$ cat src/rtl/alu_exec_pkg.sv
// ---------------------------------------------------------------------------
// alu_exec_pkg
// Shared definitions for the multi-cycle ALU execution unit:
//   - ALUOp class codes (same encoding as the existing ALU control decode)
//   - R-type / shift-immediate function codes
//   - internal operation enum produced by alu_exec_decode
//   - FSM state enum used by alu_exec_unit
// Optional feature macro: ALU_EXEC_MUL_EN (see alu_exec_unit).
// ---------------------------------------------------------------------------
package alu_exec_pkg;

    // ALUOp class codes
    localparam logic [2:0] ALUOP_RTYPE  = 3'd0;
    localparam logic [2:0] ALUOP_SHIFTI = 3'd1;
    localparam logic [2:0] ALUOP_ADD    = 3'd2;
    localparam logic [2:0] ALUOP_SUB    = 3'd3;
    localparam logic [2:0] ALUOP_SL     = 3'd4;
    localparam logic [2:0] ALUOP_SRL    = 3'd5;
    localparam logic [2:0] ALUOP_SRA    = 3'd6;
    localparam logic [2:0] ALUOP_SLT    = 3'd7;

    // Function field codes (R-type and shift-immediate classes)
    localparam logic [2:0] FUNK_ADD = 3'd0;
    localparam logic [2:0] FUNK_SUB = 3'd1;
    localparam logic [2:0] FUNK_OR  = 3'd2;
    localparam logic [2:0] FUNK_AND = 3'd3;
    localparam logic [2:0] FUNK_SL  = 3'd4;
    localparam logic [2:0] FUNK_SRL = 3'd5;
    localparam logic [2:0] FUNK_SRA = 3'd6;
    localparam logic [2:0] FUNK_SLT = 3'd7;
    localparam logic [2:0] FUNK_MUL = 3'd0;  // only meaningful under ALUOP_SHIFTI

    typedef enum logic [3:0] {
        OP_AND,
        OP_OR,
        OP_ADD,
        OP_SUB,
        OP_SL,
        OP_SRL,
        OP_SRA,
        OP_SLT,
        OP_MUL,
        OP_ILL
    } op_e;

    typedef enum logic [1:0] {
        ST_IDLE,
        ST_SHIFT,
        ST_MUL,
        ST_DONE
    } state_e;

    function automatic logic is_shift_op(input op_e op);
        return (op == OP_SL) || (op == OP_SRL) || (op == OP_SRA);
    endfunction

endpackage

$ cat src/rtl/alu_exec_decode.sv
// ---------------------------------------------------------------------------
// alu_exec_decode
// Purely combinational (alu_op, funk) -> internal op decode.
// Ports:
//   alu_op  in  3  ALUOp class code
//   funk    in  3  function field
//   op      out    internal op (OP_ILL for undefined combinations)
// With ALU_EXEC_MUL_EN defined, alu_op 1 / funk 0 decodes to OP_MUL;
// otherwise that combination is illegal.
// ---------------------------------------------------------------------------
module alu_exec_decode
    import alu_exec_pkg::*;
(
    input  logic [2:0] alu_op,
    input  logic [2:0] funk,
    output op_e        op
);

    // NOTE: every output of a combinational block gets a default first, so no
    // path through the case statements can leave it unassigned (no latch).
    always_comb begin
        op = OP_ILL;
        case (alu_op)
            ALUOP_RTYPE: begin
                case (funk)
                    FUNK_ADD: op = OP_ADD;
                    FUNK_SUB: op = OP_SUB;
                    FUNK_OR:  op = OP_OR;
                    FUNK_AND: op = OP_AND;
                    FUNK_SL:  op = OP_SL;
                    FUNK_SRL: op = OP_SRL;
                    FUNK_SRA: op = OP_SRA;
                    default:  op = OP_SLT;
                endcase
            end
            ALUOP_SHIFTI: begin
                case (funk)
                    FUNK_SL:  op = OP_SL;
                    FUNK_SRL: op = OP_SRL;
                    FUNK_SRA: op = OP_SRA;
`ifdef ALU_EXEC_MUL_EN
                    FUNK_MUL: op = OP_MUL;
`endif
                    default:  op = OP_ILL;
                endcase
            end
            ALUOP_ADD: op = OP_ADD;
            ALUOP_SUB: op = OP_SUB;
            ALUOP_SL:  op = OP_SL;
            ALUOP_SRL: op = OP_SRL;
            ALUOP_SRA: op = OP_SRA;
            default:   op = OP_SLT;
        endcase
    end

endmodule

$ cat src/rtl/alu_exec_unit.sv
// ---------------------------------------------------------------------------
// alu_exec_unit
// Multi-cycle ALU execution unit. Single-cycle ops (and/or/add/sub/slt and
// illegal) finish in one cycle; shifts move one bit per cycle (latency
// 1 + shamt); optional multiply is a WIDTH-step shift-add (latency WIDTH+1).
// Optional feature macro: ALU_EXEC_MUL_EN (enables alu_op 1 / funk 0 multiply).
// Ports:
//   clk, reset            clock, asynchronous active-high reset
//   start                 request strobe, sampled only while ready=1
//   alu_op[2:0], funk[2:0] operation select
//   a, b [WIDTH-1:0]      operands; b[SHAMT_W-1:0] is the shift amount
//   ready                 idle, next start accepted
//   done                  one-cycle completion pulse
//   result, zero, err     registered outputs, held until next completion
// ---------------------------------------------------------------------------
module alu_exec_unit
    import alu_exec_pkg::*;
#(
    parameter int WIDTH   = 16,
    parameter int SHAMT_W = $clog2(WIDTH)
) (
    input  logic             clk,
    input  logic             reset,
    input  logic             start,
    input  logic [2:0]       alu_op,
    input  logic [2:0]       funk,
    input  logic [WIDTH-1:0] a,
    input  logic [WIDTH-1:0] b,
    output logic             ready,
    output logic             done,
    output logic [WIDTH-1:0] result,
    output logic             zero,
    output logic             err
);

    // One extra bit so the counter can hold WIDTH for the multiply.
    localparam int CNT_W = SHAMT_W + 1;

    state_e             state_q,  state_d;
    op_e                op_q,     op_d;
    logic [WIDTH-1:0]   work_q,   work_d;
    logic [CNT_W-1:0]   cnt_q,    cnt_d;
    logic [WIDTH-1:0]   result_q, result_d;
    logic               zero_q,   zero_d;
    logic               err_q,    err_d;
`ifdef ALU_EXEC_MUL_EN
    logic [WIDTH-1:0]   mplier_q, mplier_d;
    logic [WIDTH-1:0]   acc_q,    acc_d;
    logic [WIDTH-1:0]   acc_next;
`endif

    op_e                dec_op;
    logic [WIDTH-1:0]   quick_res;
    logic [WIDTH-1:0]   shift_step;
    logic [SHAMT_W-1:0] shamt;

    alu_exec_decode u_decode (
        .alu_op (alu_op),
        .funk   (funk),
        .op     (dec_op)
    );

    assign shamt = b[SHAMT_W-1:0];

    // Single-cycle results, computed straight from the inputs on the accepting edge.
    always_comb begin
        quick_res = '0;
        case (dec_op)
            OP_AND:  quick_res = a & b;
            OP_OR:   quick_res = a | b;
            OP_ADD:  quick_res = a + b;
            OP_SUB:  quick_res = a - b;
            OP_SLT:  quick_res = {{(WIDTH-1){1'b0}}, ($signed(a) < $signed(b))};
            default: quick_res = '0;
        endcase
    end

    // One-bit shift of the working register in the captured direction.
    always_comb begin
        case (op_q)
            OP_SL:   shift_step = {work_q[WIDTH-2:0], 1'b0};
            OP_SRA:  shift_step = {work_q[WIDTH-1], work_q[WIDTH-1:1]};
            default: shift_step = {1'b0, work_q[WIDTH-1:1]};
        endcase
    end

`ifdef ALU_EXEC_MUL_EN
    // Shift-add step: work_q is the multiplicand shifted left each cycle.
    assign acc_next = mplier_q[0] ? (acc_q + work_q) : acc_q;
`endif

    always_comb begin
        state_d  = state_q;
        op_d     = op_q;
        work_d   = work_q;
        cnt_d    = cnt_q;
        result_d = result_q;
        zero_d   = zero_q;
        err_d    = err_q;
`ifdef ALU_EXEC_MUL_EN
        mplier_d = mplier_q;
        acc_d    = acc_q;
`endif
        case (state_q)
            ST_IDLE: begin
                if (start) begin
                    op_d = dec_op;
                    if (is_shift_op(dec_op)) begin
                        if (shamt == '0) begin
                            state_d  = ST_DONE;
                            result_d = a;
                            zero_d   = (a == '0);
                            err_d    = 1'b0;
                        end else begin
                            state_d = ST_SHIFT;
                            work_d  = a;
                            cnt_d   = {1'b0, shamt};
                        end
                    end
`ifdef ALU_EXEC_MUL_EN
                    else if (dec_op == OP_MUL) begin
                        state_d  = ST_MUL;
                        work_d   = a;
                        mplier_d = b;
                        acc_d    = '0;
                        cnt_d    = CNT_W'(WIDTH);
                    end
`endif
                    else begin
                        // Illegal decode falls through with quick_res = 0.
                        state_d  = ST_DONE;
                        result_d = quick_res;
                        zero_d   = (quick_res == '0);
                        err_d    = (dec_op == OP_ILL);
                    end
                end
            end
            ST_SHIFT: begin
                work_d = shift_step;
                cnt_d  = cnt_q - CNT_W'(1);
                if (cnt_q == CNT_W'(1)) begin
                    state_d  = ST_DONE;
                    result_d = shift_step;
                    zero_d   = (shift_step == '0);
                    err_d    = 1'b0;
                end
            end
`ifdef ALU_EXEC_MUL_EN
            ST_MUL: begin
                acc_d    = acc_next;
                work_d   = {work_q[WIDTH-2:0], 1'b0};
                mplier_d = {1'b0, mplier_q[WIDTH-1:1]};
                cnt_d    = cnt_q - CNT_W'(1);
                if (cnt_q == CNT_W'(1)) begin
                    state_d  = ST_DONE;
                    result_d = acc_next;
                    zero_d   = (acc_next == '0);
                    err_d    = 1'b0;
                end
            end
`endif
            ST_DONE: state_d = ST_IDLE;
            default: state_d = ST_IDLE;
        endcase
    end

    // NOTE: state registers use non-blocking assignments so every flop samples
    // the pre-edge value of every other flop, independent of statement order.
    always_ff @(posedge clk or posedge reset) begin
        if (reset) begin
            state_q  <= ST_IDLE;
            op_q     <= OP_AND;
            work_q   <= '0;
            cnt_q    <= '0;
            result_q <= '0;
            zero_q   <= 1'b1;
            err_q    <= 1'b0;
`ifdef ALU_EXEC_MUL_EN
            mplier_q <= '0;
            acc_q    <= '0;
`endif
        end else begin
            state_q  <= state_d;
            op_q     <= op_d;
            work_q   <= work_d;
            cnt_q    <= cnt_d;
            result_q <= result_d;
            zero_q   <= zero_d;
            err_q    <= err_d;
`ifdef ALU_EXEC_MUL_EN
            mplier_q <= mplier_d;
            acc_q    <= acc_d;
`endif
        end
    end

    assign ready  = (state_q == ST_IDLE);
    assign done   = (state_q == ST_DONE);
    assign result = result_q;
    assign zero   = zero_q;
    assign err    = err_q;

endmodule

$ cat config.mk
export PLATFORM = sky130hd
export DESIGN_NAME = alu_exec_unit
export DESIGN_NICKNAME = d
export VERILOG_FILES = /design/src/rtl/alu_exec_pkg.sv /design/src/rtl/alu_exec_decode.sv /design/src/rtl/alu_exec_unit.sv
export SDC_FILE = /design/constraint.sdc
export NUM_CORES = 1
export LEC_CHECK = 0
export CAP_MARGIN = 20
export CELL_PAD_IN_SITES_DETAIL_PLACEMENT = 1
export CELL_PAD_IN_SITES_GLOBAL_PLACEMENT = 1
export CORE_MARGIN = 1
export CORE_UTILIZATION = 39
export DETAILED_ROUTE_END_ITERATION = 7
export MAX_ROUTING_LAYER = met4
export PLACE_DENSITY = 0.9
export SLEW_MARGIN = 0
export SYNTH_ARGS = -nofsm -noshare
export SYNTH_HDL_FRONTEND = slang
export SYNTH_SLANG_ARGS = --single-unit
export TNS_END_PERCENT = 10
$ cat constraint.sdc
create_clock -name clk -period 2.1 [get_ports clk]
set_input_delay 0.63 -clock clk [delete_from_list [all_inputs] [get_ports clk]]
set_output_delay 0.63 -clock clk [all_outputs]
set_load 0.01 [all_outputs]
==> results of run 1 <==
-- through the flow --
step	util (%)	setup WS, ps	cell area, µm²
after CTS	67.91	-1150	8605
after detailed placement	58.67	-2065	7435
after global placement	58.67	-1787	7435
after floorplan	-	-980.9	5264
-- what timing repair did --
| action | 4_1_cts |
|---|---|
| resized for setup | 256 |
| pin swaps | 71 |
| buffers inserted | 31 |
| gates cloned | 1 |
| setup endpoints to repair | 42 |
-- cell families after synthesis --
| family | share of synthesized area [%] |
|---|---|
| simple gates | 20.90 |
| xor+xnor | 0.8576 |
| compound gates | 32.73 |
| mux | 2.768 |
| fa+ha+maj | 13.03 |
| flops | 22.07 |
| buf+inv | 7.643 |
-- metal layers --
| metal | GRT overflow | global-route usage [%] |
|---|---|---|
| met4 | 2 | 70.00 |
| met5 | - | - |
| met2 | 5 | 90.41 |
| met3 | 0 | 49.25 |
| met1 | 0 | 69.19 |
-- cell usage after synthesis, types with 3 or more instances --
library cell,instances
a2111oi_0,3
a211o_1,4
a211oi_1,30
a21o_1,15
a21oi_1,36
a221o_1,7
a221oi_1,6
a2bb2oi_1,3
a311oi_1,3
a31oi_1,5
and2_1,6
buf_2,8
buf_4,3
clkbuf_1,28
dfrtp_1,44
ha_1,50
inv_1,54
mux2i_1,13
nand2_1,60
nand2b_1,4
nand3_1,17
nand3b_1,3
nand4_1,5
nor2_1,53
nor2b_1,11
nor3_1,15
nor3b_1,3
nor4_1,10
o211ai_1,8
o21a_1,5
o21ai_0,32
o21ai_1,4
o221a_2,5
o221ai_1,16
o22ai_1,4
o311a_1,3
o31a_1,5
o31ai_1,5
or2_2,5
or3_1,6
xnor2_1,3
==> summary.md, run 1 <==
| Metric | Value |
|---|---|
| Synthesis Warnings | `0` |
| Synth Area per Inst | `7.870 µm²` |
| #FFs+latches synth | `45` |
| Synth top area cells | `dfrtp_1 22%, ha_1 12%, a211oi_1 4.4%` |
| Synth area leader | `dfrtp_1` |
| Die X | `116.4 µm` |
| Largest net degree at the start of global routing | `27` |
| Net count after synthesis | `742` |
| Inserted Clock Buffers | `5` |
| Outcome | `aborted with a tool error` |
| Final HPWL DP | `20.40 mm` |
| Die height | `116.4 µm` |
| GRT Total Usage | `71.05%` |
| Routability cong. | `1.083` |
| Hold Buf Count CTS | `0` |
| FFs w/ async S/R, synth | `100.0%` |
| Pin type at the end of the worst path | `sequential cell input` |
| Sequential share of the synthesized area | `22.07%` |
| Ys flop type | `dfrtp_1` |
| Post-Syn Instances | `649` |
| Clock Tree Buf Depth | `2` |
| Cell Rows | `41` |
| Failed at | `global routing` |
| Yosys top cell area share | `21.56%` |
| Synth cell types | `80` |
| GRT Residual Overflow | `7` |
| Crit. endpoint post-GRT repair | `zero$_DFFE_PP1P_/D` |
| Netlist Area Pre-Place | `0.005107 mm²` |
| Count of input and output buffers | `60` |
| Placed cell count | `1038` |
| Initial Util | `40.31%` |
| Root buf cell | `clkbuf_16` |
| H-tree depth | `2` |
| EDFF count, synth | `0` |
| Log Error | `[ERROR GRT-0232] Routing congestion too high. Check the congestion heatmap in the GUI.` |
| Ports | `61` |
| # clock sinks | `45` |
==> inputs of run 2 (changes only) <==
Settings changed: CELL_PAD_IN_SITES_DETAIL_PLACEMENT 1 to default, CELL_PAD_IN_SITES_GLOBAL_PLACEMENT 1 to default, CORE_UTILIZATION 39 to 35, MAX_ROUTING_LAYER met4 to default, PLACE_DENSITY 0.9 to default, PLACE_DENSITY_LB_ADDON from default to 0.15.
Clock period 2.1 ns to 2.7 ns, I/O delays scaled along.
==> run 2 against run 1 <==
The flow now finishes, with violations (negative setup slack). Synthesized area did not move. Synthesized cell count unchanged.
==> summary.md, run 2 <==
| Metric | Value |
|---|---|
| Post-Synth XOR/XNOR Area | `0.8574% (unchanged)` |
| Most frequent cells in the layout | `228 x buf_4, 58 x nand2_1, 49 x nor2_1` |
| Routability cong. | `0.9363 (-14%)` |
| Max Fclk | `283.6 MHz` |
| Root buf cell | `clkbuf_16` |
| Core ar. | `0.01404 mm²` |
| Final period util | `130.6%` |
| Cell Rows | `43 (+4.9%)` |
| Post-Syn Instances | `649 (unchanged)` |
| Tightest Pin Transition | `461.3 ps` |
| Synth top area cells | `dfrtp_1 22%, ha_1 12%, a211oi_1 4.4%` |
| Net count after synthesis | `742 (unchanged)` |
| Worst Path Required | `2910 ps` |
| Die height | `122.8 µm (+5.5%)` |
| Detailed Routing Iterations Pass 1 | `5` |
| Largest family of logic cells by synthesized area | `compound AO/OA/AOI/OAI gates` |
| Final max-slew violation count | `0` |
| Die area | `0.01508 mm²` |
| Outcome | `finished with violations` |
| Synth Area in Compound Gates | `32.73% (unchanged)` |
| Layout area overhead | `74.01%` |
| FFs w/ async S/R, synth | `100.0% (unchanged)` |
| TritonCTS clock tree | `yes` |
| Clk_lat worst skew | `290 ps` |
| Non-filler instance count after layout | `1116` |
| Cell with the most instances after synthesis | `nand2_1` |
| Vias | `6434` |
| Synthesis Warnings | `0 (unchanged)` |
| Largest net degree at the start of global routing | `29` |
| GRT Total Usage | `30.03%` |
| Most common cell after layout, fill and taps aside | `buf_4` |
| Post-synthesis simple-gate area fraction | `20.90% (unchanged)` |
| Worst Path Arrival | `3740 ps` |
| Clock transition at path regs | `70 ps` |
| Most frequent cells after synthesis | `60 x nand2_1, 54 x inv_1, 53 x nor2_1, 50 x ha_1, 44 x dfrtp_1` |
| Pwr dens | `519.8 mW/mm²` |
| Setup WS pre-CTS | `-1811 ps (+254.0 ps)` |
| Worst path slowest cell | `fa_2` |
| Placed cell count | `1073 (+3.4%)` |
| Failing checks | `negative setup slack` |
| Drt wl/cell | `19.90 µm` |
| Clock skew | `9.190 ps` |
| Ports | `61 (unchanged)` |
| Synth area leader | `dfrtp_1` |
| First-pass GRT wire length | `34.46 mm` |
| Fin Setup TNS | `-5717 ps` |
| Hold Crit Class | `flop to flop` |
| Crit-path max cell delay | `400 ps` |
| Design area | `0.008887 mm²` |
| H-tree depth | `2 (unchanged)` |
| Final number of setup-violating endpoints | `15` |
| Fraction of the mapped netlist area in adder cells | `13.03% (unchanged)` |
| Final HPWL DP | `17.33 mm (-15%)` |
| Ys flop type | `dfrtp_1` |
| EDFF count, synth | `0 (unchanged)` |
| Final Routed Wirelength | `22.21 mm` |
| Clock Tree Buf Depth | `2 (unchanged)` |
| Fin. Hold Viols | `0` |
| CP Max Fanout | `4` |
| Final nets | `1028` |
| Number of antenna diodes | `0` |
| #FFs+latches synth | `45 (unchanged)` |
| Synth cell types | `80 (unchanged)` |
| Final setup margin | `-826.7 ps` |
| Worst setup SP type | `input pin` |
| CP Class | `input pin to flop` |
| Rel. slew slack | `69.04%` |
| P_leak | `3.996 nW` |
| Max IR drop VDD | `0.3486 mV` |
| Yosys top cell area share | `21.56% (unchanged)` |
| # clock sinks | `45 (unchanged)` |
| CP cell instances | `buf_8, buf_6, buf_6, fa_2, nor3b_4, a211oi_2, o221ai_1, a221o_1, nand2b_4, nor4_4, o2111ai_2, nor4_4, a31oi_1, nor3_1` |
| Multiplexer share of the synthesized area | `2.768% (unchanged)` |
| Sequential share of the synthesized area | `22.07% (unchanged)` |
| DR vias/cell | `5.765` |
| Critical Path Sink Type | `flop` |
| Synth Area per Inst | `7.870 µm² (unchanged)` |
| Layout cells sized above 1 | `47.65%` |
| Post-route DRC violation count | `0` |
| Time the worst path needs with I/O delays and setup | `3527 ps` |
| Netlist Area Pre-Place | `0.005107 mm² (unchanged)` |
| Cell Area, Placed | `0.007607 mm² (+2.3%)` |
| GRT Residual Overflow | `0` |
| Vias in the first global route | `6503` |
| Fill count | `1190` |
| Final ANT Viol Nets | `0` |
| Antenna violations before repair | `0` |
| Max-cap viol count | `0` |
| Initial Util | `36.37% (-3.9 points)` |
| Inserted Clock Buffers | `5 (unchanged)` |
| First DRT Iteration DRCs | `420` |
| Count of input and output buffers | `60 (unchanged)` |
| Die X | `122.8 µm (+5.5%)` |
| RSZ-0062 raised after global routing | `yes` |
| Util after Layout | `63.29%` |
==> run 2: through the flow <==
step | total power [mW] | hold WS (ps)
2_1_floorplan | 2.453 | 450.3
3_3_place_gp | 3.611 | 459.4
3_5_place_dp | 3.635 | 466.3
4_1_cts | 4.508 | 481.0
5_1_grt | 4.918 | 497.9
6_report | 4.620 | 478.8
==> run 2: power breakdown <==
part / internal (mW) / switching [mW]
registers: 0.939 / 0.229
logic: 1.40 / 1.44
clock network: 0.344 / 0.265
==> run 2: final timing paths <==
kind,from,endpoint,slack (ps),cells after the start
max in group asynchronous,reset,work_q[9],1330,3
min in group asynchronous,reset,err,850,2
worst max-delay path,a[1],zero,-830,14
worst max register to register,op_q[3],result[8],730,8
worst min register to register,result[5],result[5],480,1
worst min-delay path,result[5],result[5],480,1
==> run 2: critical path: cells and delay by family <==
| family | cells | cell delay, ps |
|---|---|---|
| adders and majority gates | 1 | 400 |
| and+or+nand+nor | 5 | 1140 |
| buffers and inverters | 3 | 340 |
| AOI/OAI and AO/OA | 5 | 1050 |
==> run 2: what timing repair did <==
action	4_1_cts	5_1_grt
gates resized for setup	230	62
hold buffers	0	0
setup endpoints to repair	40	37
buffers inserted	28	9
pin swaps	51	30
==> run 2: kinds of logic (layout without fill, tap and decap cells) <==
family | after synthesis | after routing
flip-flops | 45 | 45
AND/OR/NAND/NOR | 212 | 212
AO/OA/AOI/OAI | 225 | 225
buffers and inverters | 96 | 383
multiplexers | 14 | 14
adder cells (fa/ha/maj) | 52 | 52
XOR/XNOR | 5 | 5
==> run 2: layer usage <==
metal | GRT usage [%] | vias to the layer above | part of all wire (%)
li1 | - | 2992 | -
met1 | 40.66 | 3115 | 44
met2 | 47.61 | 273 | 45
met3 | 4.136 | 54 | 6.2
met4 | 12.50 | 0 | 4.4
met5 | 0 | - | 0
==> run 2: cell type report <==
type / instances / area [µm²] / area share (%)
Inverter: 55 / 226.5 / 2.548
Multi-Input combinational cell: 508 / 4498 / 50.61
Clock buffer: 7 / 132.6 / 1.492
Tap cell: 180 / 225.2 / 2.534
Clock inverter: 1 / 7.507 / 0.08447
Sequential cell: 45 / 1127 / 12.68
Timing Repair Buffer: 320 / 2670 / 30.04
No activity file was read; power rests on OpenSTA's default activity.
